===== config.mk =====
export PLATFORM = sky130hd
export DESIGN_NAME = spike_array
export DESIGN_NICKNAME = d
export VERILOG_FILES = /design/src/rtl/spike_pkg.sv /design/src/rtl/spike_event_fifo.sv /design/src/rtl/spike_array.sv
export SDC_FILE = /design/constraint.sdc
export NUM_CORES = 1
export LEC_CHECK = 0
export ABC_AREA = 0
export BUFFER_PORTS_ARGS = -buffer_cell sky130_fd_sc_hd__buf_2
export CORE_ASPECT_RATIO = 1.25
export CORE_MARGIN = 4
export CORE_UTILIZATION = 25
export CTS_CLUSTER_SIZE = 28
export DETAILED_ROUTE_END_ITERATION = 12
export PLACE_DENSITY = 0.39
export SETUP_SLACK_MARGIN = 0.05
export SLEW_MARGIN = 10
export SYNTH_ARGS = -nofsm -noshare
export SYNTH_HDL_FRONTEND = slang
export SYNTH_SLANG_ARGS = --single-unit

===== constraint.sdc =====
create_clock -name clk -period 6.53 [get_ports clk]
set_input_delay 1.959 -clock clk [delete_from_list [all_inputs] [get_ports clk]]
set_output_delay 1.959 -clock clk [all_outputs]
set_load 0.03 [all_outputs]

===== src/rtl/spike_pkg.sv =====
// Shared constants for the spike array: register map, CTRL field layout,
// evaluation mode encoding and the threshold loaded at reset.
package spike_pkg;

  localparam logic [3:0] ADDR_PIXEL0    = 4'h0;
  localparam logic [3:0] ADDR_THRESHOLD = 4'h4;
  localparam logic [3:0] ADDR_CTRL      = 4'h5;
  localparam logic [3:0] ADDR_STATUS    = 4'h6;
  localparam logic [3:0] ADDR_COUNT     = 4'h7;
  localparam logic [3:0] ADDR_EVENT     = 4'h8;

  localparam int CTRL_MODE_BIT = 0;
  localparam int CTRL_K_LSB    = 1;
  localparam int CTRL_R_LSB    = 4;

  localparam int STATUS_OVF_BIT = 6;

  localparam logic [7:0] DEFAULT_THRESHOLD = 8'h14;

  typedef enum logic {
    MODE_DELTA = 1'b0,
    MODE_LIF   = 1'b1
  } mode_e;

endpackage


===== src/rtl/spike_event_fifo.sv =====
// Small circular FIFO holding the channel numbers of spike events.
// DEPTH is a power of two so the read/write pointers wrap on their own.
module spike_event_fifo #(
  parameter int DEPTH = 4,
  parameter int DW    = 2
) (
  input  logic          clk,
  input  logic          rst_n,
  input  logic          push,
  input  logic [DW-1:0] push_data,
  input  logic          pop,
  output logic [DW-1:0] head,
  output logic          full,
  output logic          empty
);

  localparam int AW = (DEPTH > 1) ? $clog2(DEPTH) : 1;

  logic [DW-1:0] slot_q [DEPTH];
  logic [DW-1:0] slot_d [DEPTH];
  logic [AW-1:0] rd_q, rd_d;
  logic [AW-1:0] wr_q, wr_d;
  logic [AW:0]   cnt_q, cnt_d;
  logic          do_push, do_pop;

  // A pop frees a slot in the same cycle, so a push into a full FIFO is accepted alongside a pop.
  always_comb begin
    empty   = (cnt_q == '0);
    full    = (cnt_q == (AW+1)'(DEPTH));
    do_pop  = pop && !empty;
    do_push = push && (!full || do_pop);
    slot_d  = slot_q;
    rd_d    = rd_q;
    wr_d    = wr_q;
    if (do_push) begin
      slot_d[wr_q] = push_data;
      wr_d         = wr_q + 1'b1;
    end
    if (do_pop) begin
      rd_d = rd_q + 1'b1;
    end
    cnt_d = cnt_q + (AW+1)'(do_push) - (AW+1)'(do_pop);
  end

  assign head = slot_q[rd_q];

  // Storage and pointer registers.
  always_ff @(posedge clk or negedge rst_n) begin
    if (!rst_n) begin
      for (int i = 0; i < DEPTH; i++) begin
        slot_q[i] <= '0;
      end
      rd_q  <= '0;
      wr_q  <= '0;
      cnt_q <= '0;
    end else begin
      slot_q <= slot_d;
      rd_q   <= rd_d;
      wr_q   <= wr_d;
      cnt_q  <= cnt_d;
    end
  end

endmodule


===== src/rtl/spike_array.sv =====
// Register-mapped array of N spiking channels. A PIXEL write captures a
// sample and marks the channel pending; on the following edge that channel
// is evaluated in delta or leaky-integrate-and-fire mode and, on a spike,
// pulses uo_out, sets its sticky flag, bumps COUNT and queues its number.
module spike_array
  import spike_pkg::*;
#(
  parameter int W          = 8,
  parameter int N          = 4,
  parameter int FIFO_DEPTH = 4
) (
  input  logic       clk,
  input  logic       rst_n,
  input  logic [3:0] address,
  input  logic       data_write,
  input  logic       data_read,
  input  logic [7:0] data_in,
  output logic [7:0] data_out,
  output logic [7:0] uo_out
);

  localparam int MW = W + 4;

  logic [W-1:0]  sample_q [N];
  logic [W-1:0]  sample_d [N];
  logic [W-1:0]  prev_q   [N];
  logic [W-1:0]  prev_d   [N];
  logic [MW-1:0] mem_q    [N];
  logic [MW-1:0] mem_d    [N];
  logic [3:0]    refr_q   [N];
  logic [3:0]    refr_d   [N];
  logic [N-1:0]  pend_q, pend_d;
  logic [7:0]    thresh_q, thresh_d;
  logic [7:0]    ctrl_q, ctrl_d;
  logic [7:0]    count_q, count_d;
  logic [3:0]    flags_q, flags_d;
  logic          ovf_q, ovf_d;
  logic [3:0]    pulse_q, pulse_d;

  mode_e         ev_mode;
  logic [2:0]    k_shift;
  logic [3:0]    r_load;
  logic [W-1:0]  diff;
  logic [MW-1:0] leak;
  logic [MW:0]   msum;
  logic [MW-1:0] mnext;
  logic          hit;
  logic [N-1:0]  spike_vec;
  logic [3:0]    spike4;
  logic          push;
  logic [1:0]    push_ch;

  logic          fifo_pop, fifo_full, fifo_empty;
  logic [1:0]    fifo_head;

  // Evaluate the pending channel (writes arrive one per cycle, so at most one flag is set) and capture new writes.
  always_comb begin
    ev_mode   = mode_e'(ctrl_q[CTRL_MODE_BIT]);
    k_shift   = ctrl_q[CTRL_K_LSB +: 3];
    r_load    = ctrl_q[CTRL_R_LSB +: 4];
    sample_d  = sample_q;
    prev_d    = prev_q;
    mem_d     = mem_q;
    refr_d    = refr_q;
    pend_d    = '0;
    spike_vec = '0;
    push_ch   = '0;
    diff      = '0;
    leak      = '0;
    msum      = '0;
    mnext     = '0;
    hit       = 1'b0;
    for (int c = 0; c < N; c++) begin
      if (pend_q[c]) begin
        diff  = (sample_q[c] >= prev_q[c]) ? (sample_q[c] - prev_q[c]) : (prev_q[c] - sample_q[c]);
        leak  = (k_shift != 3'd0) ? (mem_q[c] >> k_shift) : '0;
        msum  = (MW+1)'(mem_q[c] - leak) + (MW+1)'(sample_q[c]);
        mnext = msum[MW] ? '1 : msum[MW-1:0];
        if (ev_mode == MODE_LIF) begin
          hit = (16'(mnext) >= 16'(thresh_q));
        end else begin
          hit = (16'(diff) >= 16'(thresh_q));
        end
        if (ev_mode == MODE_DELTA) begin
          prev_d[c] = sample_q[c];
        end
        if (refr_q[c] != 4'd0) begin
          refr_d[c] = refr_q[c] - 4'd1;
          if (ev_mode == MODE_LIF) begin
            mem_d[c] = '0;
          end
        end else if (hit) begin
          spike_vec[c] = 1'b1;
          push_ch      = 2'(c);
          refr_d[c]    = r_load;
          if (ev_mode == MODE_LIF) begin
            mem_d[c] = '0;
          end
        end else if (ev_mode == MODE_LIF) begin
          mem_d[c] = mnext;
        end
      end
      if (data_write && (address == ADDR_PIXEL0 + 4'(c))) begin
        sample_d[c] = data_in[W-1:0];
        pend_d[c]   = 1'b1;
      end
    end
  end

  // Control/status registers: clears from writes are applied first so same-cycle sets win.
  always_comb begin
    spike4         = '0;
    spike4[N-1:0]  = spike_vec;
    push           = |spike_vec;
    fifo_pop       = data_read && (address == ADDR_EVENT) && !fifo_empty;
    pulse_d        = spike4;
    thresh_d       = thresh_q;
    ctrl_d         = ctrl_q;
    flags_d        = flags_q;
    ovf_d          = ovf_q;
    count_d        = count_q + 8'(push);
    if (data_write && (address == ADDR_THRESHOLD)) begin
      thresh_d = data_in;
    end
    if (data_write && (address == ADDR_CTRL)) begin
      ctrl_d = data_in;
    end
    if (data_write && (address == ADDR_STATUS)) begin
      flags_d = flags_q & ~data_in[3:0];
      if (data_in[STATUS_OVF_BIT]) begin
        ovf_d = 1'b0;
      end
    end
    if (data_write && (address == ADDR_COUNT)) begin
      count_d = '0;
    end
    flags_d = flags_d | spike4;
    if (push && fifo_full && !fifo_pop) begin
      ovf_d = 1'b1;
    end
  end

  // Combinational read-back; unmapped addresses and absent channels read zero.
  always_comb begin
    data_out = '0;
    for (int c = 0; c < N; c++) begin
      if (address == ADDR_PIXEL0 + 4'(c)) begin
        data_out = 8'(sample_q[c]);
      end
    end
    case (address)
      ADDR_THRESHOLD: data_out = thresh_q;
      ADDR_CTRL:      data_out = ctrl_q;
      ADDR_STATUS:    data_out = {!fifo_empty, ovf_q, 2'b00, flags_q};
      ADDR_COUNT:     data_out = count_q;
      ADDR_EVENT:     data_out = fifo_empty ? 8'h00 : {1'b1, 5'b00000, fifo_head};
      default:        ;
    endcase
  end

  assign uo_out = {count_q[2:0], !fifo_empty, pulse_q};

  // All channel and register state; reset also drops any evaluation still pending.
  always_ff @(posedge clk or negedge rst_n) begin
    if (!rst_n) begin
      for (int c = 0; c < N; c++) begin
        sample_q[c] <= '0;
        prev_q[c]   <= '0;
        mem_q[c]    <= '0;
        refr_q[c]   <= '0;
      end
      pend_q   <= '0;
      thresh_q <= DEFAULT_THRESHOLD;
      ctrl_q   <= '0;
      count_q  <= '0;
      flags_q  <= '0;
      ovf_q    <= 1'b0;
      pulse_q  <= '0;
    end else begin
      sample_q <= sample_d;
      prev_q   <= prev_d;
      mem_q    <= mem_d;
      refr_q   <= refr_d;
      pend_q   <= pend_d;
      thresh_q <= thresh_d;
      ctrl_q   <= ctrl_d;
      count_q  <= count_d;
      flags_q  <= flags_d;
      ovf_q    <= ovf_d;
      pulse_q  <= pulse_d;
    end
  end

  spike_event_fifo #(
    .DEPTH (FIFO_DEPTH),
    .DW    (2)
  ) u_fifo (
    .clk       (clk),
    .rst_n     (rst_n),
    .push      (push),
    .push_data (push_ch),
    .pop       (fifo_pop),
    .head      (fifo_head),
    .full      (fifo_full),
    .empty     (fifo_empty)
  );

endmodule


==> metrics.log <==
[metrics] static leakage: just under 9 nW
[metrics] layout overhead on the synthesized area: 18.1%
[metrics] number of enable-type register cells in the synthesized netlist: 0
[metrics] Worst EP required: approximately 6.9 ns
[metrics] Layout Skew: 0.0151 ns
[metrics] Max H-tree Level: 4
[metrics] count of clock tree sinks: between 150 and 200
[metrics] final sum of negative setup slack: 0 ns
[metrics] Setup-failing EPs final: 0
[metrics] Reg clk slew, reported paths: 0.08 ns
[metrics] combined global-route utilization of all metal layers: 16.5%
[metrics] Post-Route WL: ~58 mm
[metrics] result of the run: finished clean
[metrics] Die Height: 295 microns
[metrics] count of synthesis-stage warnings from yosys: 0
[metrics] Avg WL per Cell: roughly 20 microns
[metrics] synth top area cells: dfrtp_1, ha_1, o21ai_0, inv_1, nand2_1
[metrics] Max Used Layer: met5
[metrics] sequential-to-total area share from yosys stat: 27.4%
[metrics] RSZ-0062 raised after global routing: true
[metrics] CTS tree: built
[metrics] critical path launch point: ctrl_q[2]$_DFFE_PN0P_
[metrics] count of input and output buffers: 31
[metrics] number of nets in the layout: 2307
[metrics] post-synthesis async set-or-reset flop share: 100%
[metrics] maximum number of pins on one net before global-route repair: 102
[metrics] buffer depth of the longest clock path: 2
[metrics] source-to-sink clock delay at the later pin of the worst-skew pair: 0.47 ns
[metrics] global placement routability congestion: 0.836
[metrics] Tot Pwr: 8.31 mW
[metrics] final period demand of the worst path: 6.45 ns
[metrics] area enclosed by the die boundary: 70000 sq um
[metrics] Critical Path Source Type: flip-flop
[metrics] placed wire-length estimate after detailed placement: 45.1 mm
[metrics] share of the clock period used by the worst path after layout: between 90% and 100%
[metrics] post-synth cell types: 91
[metrics] number of top-level pins: 32
[metrics] number of max-cap violations: 0
[metrics] final non-filler cell area: 19400 sq um
[metrics] post-synthesis cell type with the largest combined area: dfrtp_1
[metrics] classification of the worst setup path: flip-flop to flip-flop
[metrics] slew at the pin closest to its max-slew limit: 0.948 ns
[metrics] capture instance of the worst register-to-register path: count_q[4]$_DFF_PN0_
[metrics] cell area after synthesis: 16400 sq um
[metrics] vias in the first global route: 14500
[metrics] number of synthesized register bits: between 150 and 200
[metrics] number of placement rows: 104
[metrics] family with the most delay on the worst path: compound AO/OA/AOI/OAI gates
[metrics] Initial DRT Pass Iterations: 7
[metrics] post-synth top area share: 27.1%
[metrics] total length of routed met2 wires: about 29 mm
[metrics] slowest cell delay on critical path: 0.43 ns
[metrics] ANT nets after route: 0
[metrics] Highest Clock Rate: approximately 0.16 GHz
[metrics] remaining global-route overflow: 0
[metrics] number of pins with negative max-slew slack in the final report: 0
[metrics] width of the die: ~240 microns
[metrics] power per cell area: between 400 and 500 nW/um^2
[metrics] count of cell instances traversed by the critical path: 33
[metrics] Worst Reg2Reg Path Length in Cells: 33
[metrics] routed length on met3: 1.51 mm
[metrics] CP Max Fanout: 14
[metrics] Vias per Instance: 4.84
[metrics] maximum resistive drop on vdd: 0.181 mV
[metrics] antenna violations before repair: 3
[metrics] destination of the critical timing path: count_q[4]$_DFF_PN0_
[metrics] wire length on met1: roughly 25 mm
[metrics] Crit-path slowest cell: dfrtp_2
[metrics] Synth Instances: 1932
[metrics] Final Hold Violating Endpoints: 0
[metrics] total inserted antenna cells: 0
[metrics] Placement Setup Slack: -0.345 ns
[metrics] number of design rule violations left after detail routing: 0
[metrics] post-placement cell area: 18300 sq um
[metrics] root buffer cell: clkbuf_16
[metrics] initial core utilization: 25.4%
[metrics] detailed router's first-iteration violation count: 852
[metrics] most instantiated flip-flop cell in the synthesis netlist: dfrtp_1
[metrics] worst setup slack after layout: around 0.079 ns
[metrics] Buf/Inv on CP: 6
[metrics] final cell utilization of the core: between 20% and 30%
[metrics] arrival time at the worst endpoint: 6.78 ns
[metrics] kind of end point of the critical path: flip-flop
[metrics] Mapped Avg Cell Area: 8.51 sq um
[metrics] CTS Hold Buffers Added: 0
[metrics] fillers: 6922
[metrics] worst slew slack as a fraction of its limit: 36.7%
[metrics] Hold Crit Class: flip-flop to flip-flop
[metrics] area inside the core boundary: 64800 sq um
[metrics] total number of vias: between 10000 and 15000
[metrics] ratio of cells with drive above 1 in the final layout: 16.1%
[metrics] Register-to-Register Setup Slack: 0.08 ns
[metrics] global-route wire length before repair: 88.3 mm
[metrics] clock buffers created by TritonCTS: 17
[metrics] reg-to-reg startpoint: ctrl_q[2]$_DFFE_PN0P_
## per-layer routing
metal	vias to the layer above	track usage, %
met3	82	1.97
met4	4	6.54
li1	6955	-
met2	203	29.5
met5	-	0
met1	6849	20.2
## synthesized netlist by cell type, types with 23 or more instances
| library cell | count |
|---|---|
| mux2i_1 | 41 |
| nor2_1 | 103 |
| a21o_1 | 35 |
| a31oi_1 | 23 |
| nor2b_1 | 23 |
| xnor2_1 | 40 |
| a21oi_1 | 107 |
| ha_1 | 200 |
| mux2_2 | 28 |
| fa_1 | 41 |
| nand2b_1 | 25 |
| nor3_1 | 23 |
| nand2_1 | 221 |
| dfrtp_1 | 178 |
| nand3_1 | 29 |
| inv_1 | 239 |
| clkbuf_1 | 51 |
| o21ai_0 | 206 |
## what timing repair did
item / CTS / global route
hold endpoints to repair: 0 / 0
gates resized for setup: 52 / 35
setup buffers: 6 / 14
cloned: 1 / 0
setup endpoints to repair: 16 / 26
pin swaps: 22 / 25
## per-stage QoR
| stage | instances | hold slack (ns) |
|---|---|---|
| 2_1_floorplan | 1935 | 0.444 |
| 3_3_place_gp | 2861 | 0.461 |
| 3_5_place_dp | 2861 | 0.469 |
| 4_1_cts | 2900 | 0.487 |
| 5_1_grt | 2911 | 0.509 |
| 6_report | 2911 | 0.486 |
## cell usage in the layout (no fill, tap or decap), types with 6 or more instances in the layout
cell type and instances:
nand2_1 221, a21o_1 35, nor3b_1 7, a211oi_1 17, o21ai_0 193, nand2b_1 24, or2_2 14, o22ai_1 12
clkbuf_16 17, ha_1 193, o21a_1 17, fa_1 38, o211ai_1 13, nor3_1 19, a21oi_1 101, mux2_2 27
a31oi_1 22, a221oi_1 10, mux4_2 10, a21boi_0 6, buf_12 7, dfrtp_1 176, xnor2_1 40, a22o_1 20
a21oi_2 7, and2_1 18, nor2b_1 19, buf_4 116, nand4_1 9, mux2i_1 38, buf_2 30, o21ai_1 19
nor2_1 98, nand3_1 29, and3_1 8, inv_1 239, a211oi_2 8, or3_1 6, o31ai_1 9, xor2_1 21
## final cells by class
cell class                 count  area, sq um  area share, %
timing repair buffer         161         1270           6.55
clock buffer                  17          425           2.19
multi-input combinational   1449        11100           57.1
sequential                   180         4510           23.2
tap                          848         1060           5.46
clock inverter                15          168          0.863
inverter                     241          905           4.66
## tightest hold or removal path, delay by kind of cell (launching register included)
family / cells / cell delay [ns]
AO/OA/AOI/OAI: 1 / 0.06
flip-flops: 1 / 0.34
AND/OR/NAND/NOR: 1 / 0.04
## logic make-up after synthesis
kind of cell	count (synthesis)	synth area share [%]
adder cells (fa/ha/maj)	241	20.2
other	1	0.0228
AO/OA/AOI/OAI	555	21.4
XOR/XNOR	65	3.67
buffers and inverters	306	7.16
multiplexers	82	6.01
AND/OR/NAND/NOR	502	14.1
flip-flops	180	27.4
## how the worst min path moves through the flow
stage | start | endpoint | slack, ns | cells after the start
floorplan | ovf_q$_DFFE_PN0P_ | ovf_q$_DFFE_PN0P_ | 0.44 | 1
global placement | flags_q[2]$_DFF_PN0_ | flags_q[2]$_DFF_PN0_ | 0.46 | 1
detailed placement | flags_q[2]$_DFF_PN0_ | flags_q[2]$_DFF_PN0_ | 0.47 | 1
CTS | flags_q[2]$_DFF_PN0_ | flags_q[2]$_DFF_PN0_ | 0.49 | 1
global route | flags_q[2]$_DFF_PN0_ | flags_q[2]$_DFF_PN0_ | 0.51 | 1
finish | prev_q[31]$_DFFE_PN0P_ | prev_q[31]$_DFFE_PN0P_ | 0.49 | 2
## power by group
part	total [mW]	leakage (nW)	switching, mW	internal [mW]
registers	1.62	2.31	0.278	1.34
clock network	1.09	0.287	0.542	0.545
logic	5.60	6.28	3.10	2.50
## flip-flops by register name, summed over array words and instances, names as in the netlist
signal         flops
u_fifo.wr_q        2
u_fifo.rd_q        2
refr_q            16
sample_q          32
u_fifo.slot_q      8
mem_q             48
count_q            8
flags_q            4
thresh_q           8
u_fifo.cnt_q       3
ovf_q              1
pulse_q            4
prev_q            32
pend_q             4
ctrl_q             8
(Power assumes the default switching activity.)
